===== src/rtl/iir_acc.sv =====
// iir_acc: output accumulator of the IIR biquad section.
// Forms y(n) = round((X - P) / 2^SHIFT), saturates it to FB_W bits for the
// pole-stage feedback, and derives the OUT_W-bit audio sample from it.
// One sample takes three cycles: IDLE (capture difference) -> DIFF (round,
// clamp) -> SCALE (audio sample, flags, counter).
module iir_acc #(
    parameter int IN_W  = 48,
    parameter int FB_W  = 29,
    parameter int OUT_W = 16,
    parameter int SHIFT = 15
) (
    input  logic                    clk,
    input  logic                    rst,
    input  logic                    in_valid,
    input  logic signed [IN_W-1:0]  Xin,
    input  logic signed [IN_W-1:0]  Pin,
    input  logic                    clr,
    output logic signed [FB_W-1:0]  y_fb,
    output logic signed [OUT_W-1:0] dout,
    output logic                    out_valid,
    output logic                    sat_flag,
    output logic                    overrun,
    output logic [15:0]             sat_cnt
);

    // Two guard bits make X - P overflow-free, including the rounding offset.
    localparam int D_W = IN_W + 2;

    localparam logic signed [D_W-1:0] HALF =
        {{(D_W-SHIFT){1'b0}}, 1'b1, {(SHIFT-1){1'b0}}};
    localparam logic signed [D_W-1:0] FB_MAX =
        {{(D_W-FB_W+1){1'b0}}, {(FB_W-1){1'b1}}};
    localparam logic signed [D_W-1:0] FB_MIN =
        {{(D_W-FB_W+1){1'b1}}, {(FB_W-1){1'b0}}};

    typedef enum logic [1:0] {
        IDLE  = 2'd0,
        DIFF  = 2'd1,
        SCALE = 2'd2
    } state_t;

    // Sign-extend an input sum to the difference width.
    function automatic logic signed [D_W-1:0] sext(input logic signed [IN_W-1:0] v);
        return {{(D_W-IN_W){v[IN_W-1]}}, v};
    endfunction

    // Round half toward +inf, then drop the SHIFT fractional bits.
    function automatic logic signed [D_W-1:0] round_shift(input logic signed [D_W-1:0] v);
        return (v + HALF) >>> SHIFT;
    endfunction

    // True when the rounded value lies outside the feedback range.
    function automatic logic sat_hit(input logic signed [D_W-1:0] r);
        return (r > FB_MAX) || (r < FB_MIN);
    endfunction

    // Clamp the rounded value into the feedback range.
    function automatic logic signed [FB_W-1:0] sat_clamp(input logic signed [D_W-1:0] r);
        if (r > FB_MAX) begin
            return FB_MAX[FB_W-1:0];
        end else if (r < FB_MIN) begin
            return FB_MIN[FB_W-1:0];
        end
        return r[FB_W-1:0];
    endfunction

    state_t                  state_q, state_d;
    logic signed [D_W-1:0]   d_q, d_d;
    logic signed [D_W-1:0]   rnd;
    logic signed [FB_W-1:0]  y_fb_q, y_fb_d;
    logic signed [OUT_W-1:0] dout_q, dout_d;
    logic                    clip_q, clip_d;
    logic                    sat_flag_q, sat_flag_d;
    logic                    out_valid_q, out_valid_d;
    logic                    overrun_q, overrun_d;
    logic [15:0]             sat_cnt_q, sat_cnt_d;

    assign rnd = round_shift(d_q);

    // Next-state and datapath updates for the IDLE -> DIFF -> SCALE sequence.
    always_comb begin
        state_d     = state_q;
        d_d         = d_q;
        y_fb_d      = y_fb_q;
        dout_d      = dout_q;
        clip_d      = clip_q;
        sat_flag_d  = sat_flag_q;
        out_valid_d = 1'b0;
        overrun_d   = overrun_q;
        sat_cnt_d   = sat_cnt_q;

        case (state_q)
            IDLE: begin
                if (in_valid) begin
                    d_d     = sext(Xin) - sext(Pin);
                    state_d = DIFF;
                end
            end
            DIFF: begin
                y_fb_d  = sat_clamp(rnd);
                clip_d  = sat_hit(rnd);
                if (in_valid) begin
                    overrun_d = 1'b1;
                end
                state_d = SCALE;
            end
            SCALE: begin
                // Top OUT_W bits of y_fb are exactly y_fb >>> (FB_W - OUT_W).
                dout_d      = y_fb_q[FB_W-1 -: OUT_W];
                sat_flag_d  = clip_q;
                out_valid_d = 1'b1;
                if (clip_q && (sat_cnt_q != 16'hFFFF)) begin
                    sat_cnt_d = sat_cnt_q + 16'd1;
                end
                if (in_valid) begin
                    overrun_d = 1'b1;
                end
                state_d = IDLE;
            end
            default: begin
                state_d = IDLE;
            end
        endcase

        // Clear has priority over a same-cycle increment or overrun event.
        if (clr) begin
            sat_cnt_d = '0;
            overrun_d = 1'b0;
        end
    end

    // State and output registers; reset abandons any sample in flight.
    always_ff @(posedge clk) begin
        if (rst) begin
            state_q     <= IDLE;
            d_q         <= '0;
            y_fb_q      <= '0;
            dout_q      <= '0;
            clip_q      <= 1'b0;
            sat_flag_q  <= 1'b0;
            out_valid_q <= 1'b0;
            overrun_q   <= 1'b0;
            sat_cnt_q   <= '0;
        end else begin
            state_q     <= state_d;
            d_q         <= d_d;
            y_fb_q      <= y_fb_d;
            dout_q      <= dout_d;
            clip_q      <= clip_d;
            sat_flag_q  <= sat_flag_d;
            out_valid_q <= out_valid_d;
            overrun_q   <= overrun_d;
            sat_cnt_q   <= sat_cnt_d;
        end
    end

    assign y_fb      = y_fb_q;
    assign dout      = dout_q;
    assign out_valid = out_valid_q;
    assign sat_flag  = sat_flag_q;
    assign overrun   = overrun_q;
    assign sat_cnt   = sat_cnt_q;

endmodule


===== config.mk =====
export PLATFORM = sky130hd
export DESIGN_NAME = iir_acc
export DESIGN_NICKNAME = d
export VERILOG_FILES = /design/src/rtl/iir_acc.sv
export SDC_FILE = /design/constraint.sdc
export NUM_CORES = 1
export LEC_CHECK = 0
export ABC_AREA = 1
export BUFFER_PORTS_ARGS = -buffer_cell sky130_fd_sc_hd__buf_2
export CAP_MARGIN = 25
export CORE_ASPECT_RATIO = 1.5
export CORE_MARGIN = 5
export CORE_UTILIZATION = 60
export CTS_CLUSTER_DIAMETER = 80
export DETAILED_ROUTE_END_ITERATION = 8
export GPL_ROUTABILITY_DRIVEN = 0
export GPL_TIMING_DRIVEN = 0
export PLACE_DENSITY = 0.81
export SLEW_MARGIN = 0
export SYNTH_ARGS = -nofsm -noshare
export SYNTH_HDL_FRONTEND = slang
export SYNTH_SLANG_ARGS = --single-unit

===== constraint.sdc =====
create_clock -name clk -period 5.1 [get_ports clk]
set_clock_uncertainty 0.2 [all_clocks]
set_input_delay 1.275 -clock clk [delete_from_list [all_inputs] [get_ports clk]]
set_output_delay 1.275 -clock clk [all_outputs]
set_load 0.01 [all_outputs]

=== Word-level counts from Yosys, hierarchy flattened ===
Index checks and enable logic that the tools add are counted.

* Flip-flop bits (word level): 117
* Output and inout port bits: 64
* Latch bits: 0
* Memory bits (writable): 0
* Logic and storage cells: 35
* Memories kept: 0
* Input port bits: 100
* Bits in read-only memories: 0

* $mul: 0
* Bitwise operators: 0
* Equality and inequality tests: 4
* $lt $le $gt $ge: 2
* Multiplexer cells: 9
* Add/subtract/negate cells: 3
* Shifts and indexed selects: 0
* Divide/modulo/power cells: 0
* Reductions and logical operators: 8

{| class="wikitable"
|+ Operator list
! cell !! number
|-
| 29-bit 2-to-1 mux || 3
|-
| 50-bit by 16-bit adder with 50-bit output (second input constant) || 1
|-
| 48-bit by 48-bit subtractor with 49-bit output || 1
|-
| 35-bit by 29-bit greater-than comparator with 1-bit output (second input constant) || 1
|-
| 35-bit by 29-bit less-than comparator with 1-bit output (second input constant) || 1
|-
| 16-bit by 1-bit adder with 16-bit output (second input constant) || 1
|-
| 16-bit inequality test (second input constant) || 1
|-
| 2-bit AND reduction || 3
|-
| 1-bit 2-to-1 mux || 4
|-
| 2-bit case mux with 2 select lines || 1
|-
| 2-bit OR reduction || 2
|-
| 2-bit by 1-bit == test with 1-bit output (second input constant) || 1
|-
| 2-bit == test (second input constant) || 1
|-
| 2-bit zero test || 1
|-
| 2-bit 2-to-1 mux || 1
|-
| 2-bit inequality test (second input constant) || 1
|-
| 1-bit logical AND || 1
|-
| 1-bit logical OR || 1
|}

=== Logic depth before layout (Yosys ltp) ===
* Depth after elaboration: 6
* Mapped depth: 17
* Depth with buffers taken out: 16

=== Worst setup path before layout ===
No wires, ideal clock.

* Kind: input to register
* Start point: in Pin[24]
* End point: reg d_q[26]
* Path buffers: 0
* Required time: 4.785 ns
* Path slack: 2.138 ns
* Data arrival time: 2.647 ns
* Setup time: 0.115 ns
* Stages on the path: 13
* Cells stage by stage: inv_1 > ha_1 > nand2_1 > nor2_1 > inv_1 > nor2_1 > inv_1 > o21ai_0 > inv_1 > o21ai_0 > nor2_1 > o21ai_0 > inv_1

* Cells in the longest elaborated chain, start to end: 1

{| class="wikitable"
|+ RTL lines
! what !! line !! RTL
|-
| start, declared || 16 || <nowiki>input logic signed [IN_W-1:0] Pin,</nowiki>
|-
| 48-bit by 48-bit subtractor with 49-bit output || 95 || <nowiki>d_d = sext(Xin) - sext(Pin);</nowiki>
|-
| end signal, assigned || 136 || <nowiki>d_q <= '0;</nowiki>
|-
| end signal, assigned || 146 || <nowiki>d_q <= d_d;</nowiki>
|-
| end, declared || 68 || <nowiki>logic signed [D_W-1:0] d_q, d_d;</nowiki>
|}

Every way passes these cells.
A chain may end at the register's enable or synchronous reset.

=== Worst setup path in the final report ===
* Start point: in Xin[21]
* End point: reg d_q[46]

* Cells in the longest elaborated chain, start to end: 1

{| class="wikitable"
|+ RTL lines
! what !! line !! RTL
|-
| start, declared || 15 || <nowiki>input logic signed [IN_W-1:0] Xin,</nowiki>
|-
| 48-bit by 48-bit subtractor with 49-bit output || 95 ||
|}

Every way passes these cells.

==> metrics.txt <==
status=complete, no violations; FF-to-FF Start=d_q[14]$_SDFFE_PP0P_; post-route setup TNS=0 ns; CP startpoint=Xin[21]; # fillers=1402; Worst Setup EP=d_q[46]$_SDFFE_PP0P_; via/cell ratio=5.42; most frequent cells in the layout=346 x nand2_1, 261 x inv_1, 237 x nor2_1; share of layout cells above drive strength 1=12.6%; # diodes=0; Rows=53; clk_lat worst skew=0.35 ns; Detailed Route WL=26600 µm; Final Cycle Share=between 60 and 70%; Final Power=0.00261 W; # Post-CTS Setup Buffers=0; final worst slack=1.75 ns; port buffer count=163; Distinct cells, synth=36; Sw Ratio=between 30% and 40%; WL/cell=around 14 µm; Fin. Hold Viols=0; number of global-route vias before repair=9705; First-pass DRT Iterations=5; Hold Crit Class=flop to flop; Critical R2R Capture=y_fb[23]$_SDFFE_PP0N_; critical path type=input pin to flop; I/O Pins=164; Startpoint Class=input pin; Worst setup EP type=flop; RSZ-0062 raised after global routing=false; die area=0.0170 mm²; Max Cap Viol=0; Reg2Reg Depth=13; Pint=0.00159 W; met3 WL=1430 µm; Storage cell area=0.00204 mm²; normalized max-slew margin=57.2%; area delta synth->final=15.6%; combinational share of power=35.9%; Remaining DRCs=0; sequential power share=38.5%; # placed instances=roughly 1800; WL met2=about 14000 µm; yosys warns=0; first-pass GRT wire length=43000 µm; hold path cells=2; most common cell after layout, fill and taps aside=nand2_1; CP Data Required Time=5.15 ns; Initial Utilization=61.3%; cell count after synthesis=roughly 1500; Seq cells post-synth=102; P_leak=5.17 nW; dpl ws=1.47 ns; CORE AREA=0.0141 mm²; Clk pwr share=25.6%; grt ovf=0; multi-input logic area=0.00549 mm²; via count=around 10000; CTS Buf Count=9; power per cell area=261 mW/mm²; H-tree depth=3; GRT Util Overall=31.4%; Slew @ Worst Pin=0.641 ns; post_cts resized=0; Worst VDD drop=around 0.18 mV; met1 WL=9280 µm; worst path arrival time=3.40 ns; Mapped Area=0.00865 mm²; flop-to-flop setup slack=2.07 ns; switching power=between 0.001 and 0.0015 W; Post-Syn Nets=1640; mean area per synthesized cell=5.82 µm²; final non-filler cell total=1857; number of antenna-violating nets in the routed design=0; post-DP HPWL=22500 µm; clock slew at reported path FFs=roughly 0.07 ns; min Tclk post-route=3.35 ns; 1st-iter DRT viols=~590; f_max=0.299 GHz; Seq/Total Area, Yosys=23.6%; CTS sink cnt=slightly above 100; Final setup viols=0; worst-case clock buffer depth=2; fin nets=~1800; antenna violations before repair=0; CTS root buf=clkbuf_16; largest net degree at the start of global routing=20; Max Used Layer=met4; Die Ht=157 µm; Crit Path Max Fanout=4; CTS tree=built; Final Core Density=70.8%; die width=108 µm; max-slew violations=0; hold buffers post-CTS=0
flip-flops by register name, summed over array words and instances, names as in the netlist, 2 cells and up:
name	count
d_q	35
dout	16
sat_cnt	16
state_q	2
y_fb	29
synthesized netlist by cell type:
cell,n,area share [%]
a211oi_1,1,0.087
a21boi_0,1,0.087
a21o_1,7,0.61
a21oi_1,127,7.3
a21oi_2,4,0.40
a21oi_4,1,0.19
a31oi_1,2,0.14
buf_2,1,0.058
buf_6,4,0.52
clkbuf_1,22,0.95
clkinv_1,2,0.087
dfxtp_1,102,24
ha_1,54,7.8
inv_1,261,11
inv_2,1,0.043
nand2_1,346,15
nand2_2,6,0.43
nand2_4,1,0.13
nand2b_1,1,0.072
nand3_1,62,3.6
nand3_2,1,0.12
nand3b_1,5,0.43
nand4_1,24,1.7
nand4_4,1,0.25
nor2_1,237,10
nor2_2,7,0.51
nor2_4,3,0.39
nor3_1,18,1.0
nor4_1,2,0.14
nor4b_1,1,0.10
o211ai_1,1,0.087
o21a_1,4,0.35
o21ai_0,129,7.5
o21bai_1,9,0.78
xnor2_1,8,0.81
xor2_1,30,3.0
power by group through the flow:
stage	sequential, W	clock, W	combinational (W)
3_3_place_gp	0.00102	0	0.000902
4_1_cts	0.00100	0.000672	0.000927
2_1_floorplan	0.00103	0	0.000606
6_report	0.00101	0.000667	0.000936
5_1_grt	0.00102	0.000708	0.00105
3_5_place_dp	0.00102	0	0.000921
layer usage:
metal	global-route usage [%]	vias up
li1	-	5056
met1	30.6	4452
met2	59.1	417
met3	3.32	145
met4	25.0	0
met5	0	-
critical path: stages:
cell	delay, ns
buf_2	0.10
ha_1	0.35
a21oi_1	0.27
o21ai_0	0.21
a21oi_1	0.34
nor2_1	0.11
o21ai_0	0.35
nand3_1	0.12
nand2_1	0.08
nand3_1	0.08
nand2_1	0.09
inv_1	0.03
how the worst min path moves through the flow:
stage                                  startpoint                 endpoint  slack [ns]
final                       sat_flag$_SDFFE_PP0P_    sat_flag$_SDFFE_PP0P_        0.27
after global routing        sat_flag$_SDFFE_PP0P_    sat_flag$_SDFFE_PP0P_        0.28
after CTS                 sat_cnt[4]$_SDFFE_PP0P_  sat_cnt[4]$_SDFFE_PP0P_        0.27
after detailed placement  sat_cnt[4]$_SDFFE_PP0P_  sat_cnt[4]$_SDFFE_PP0P_        0.26
after global placement    sat_cnt[4]$_SDFFE_PP0P_  sat_cnt[4]$_SDFFE_PP0P_        0.25
after floorplan           sat_cnt[4]$_SDFFE_PP0P_  sat_cnt[4]$_SDFFE_PP0P_        0.28
metrics by stage:
step,cell area (µm²),hold WS (ns)
floorplan,8650,0.279
global placement,9710,0.250
detailed placement,9710,0.256
CTS,10000,0.266
global route,10000,0.285
finish,10000,0.269
kinds of logic (layout without fill, tap and decap cells):
kind of cell             count (synthesis)  after routing  synth area share [%]
AND/OR/NAND/NOR                        715            715                  34.2
AO/OA/AOI/OAI                          286            286                  17.5
XOR/XNOR                                38             38                  3.85
adder cells (fa/ha/maj)                 54             54                  7.81
flip-flops                             102            102                  23.6
buffers and inverters                  291            470                  13.0
final cells by class:
type / count / share of cell area (%)
Inverter: 264 / 9.91
Multi-Input combinational cell: 1093 / 54.9
Buffer: 27 / 1.33
Clock buffer: 9 / 2.25
Clock inverter: 7 / 0.688
Tap cell: 192 / 2.40
Sequential cell: 102 / 20.4
Timing Repair Buffer: 163 / 8.16
(Power assumes the default switching activity.)
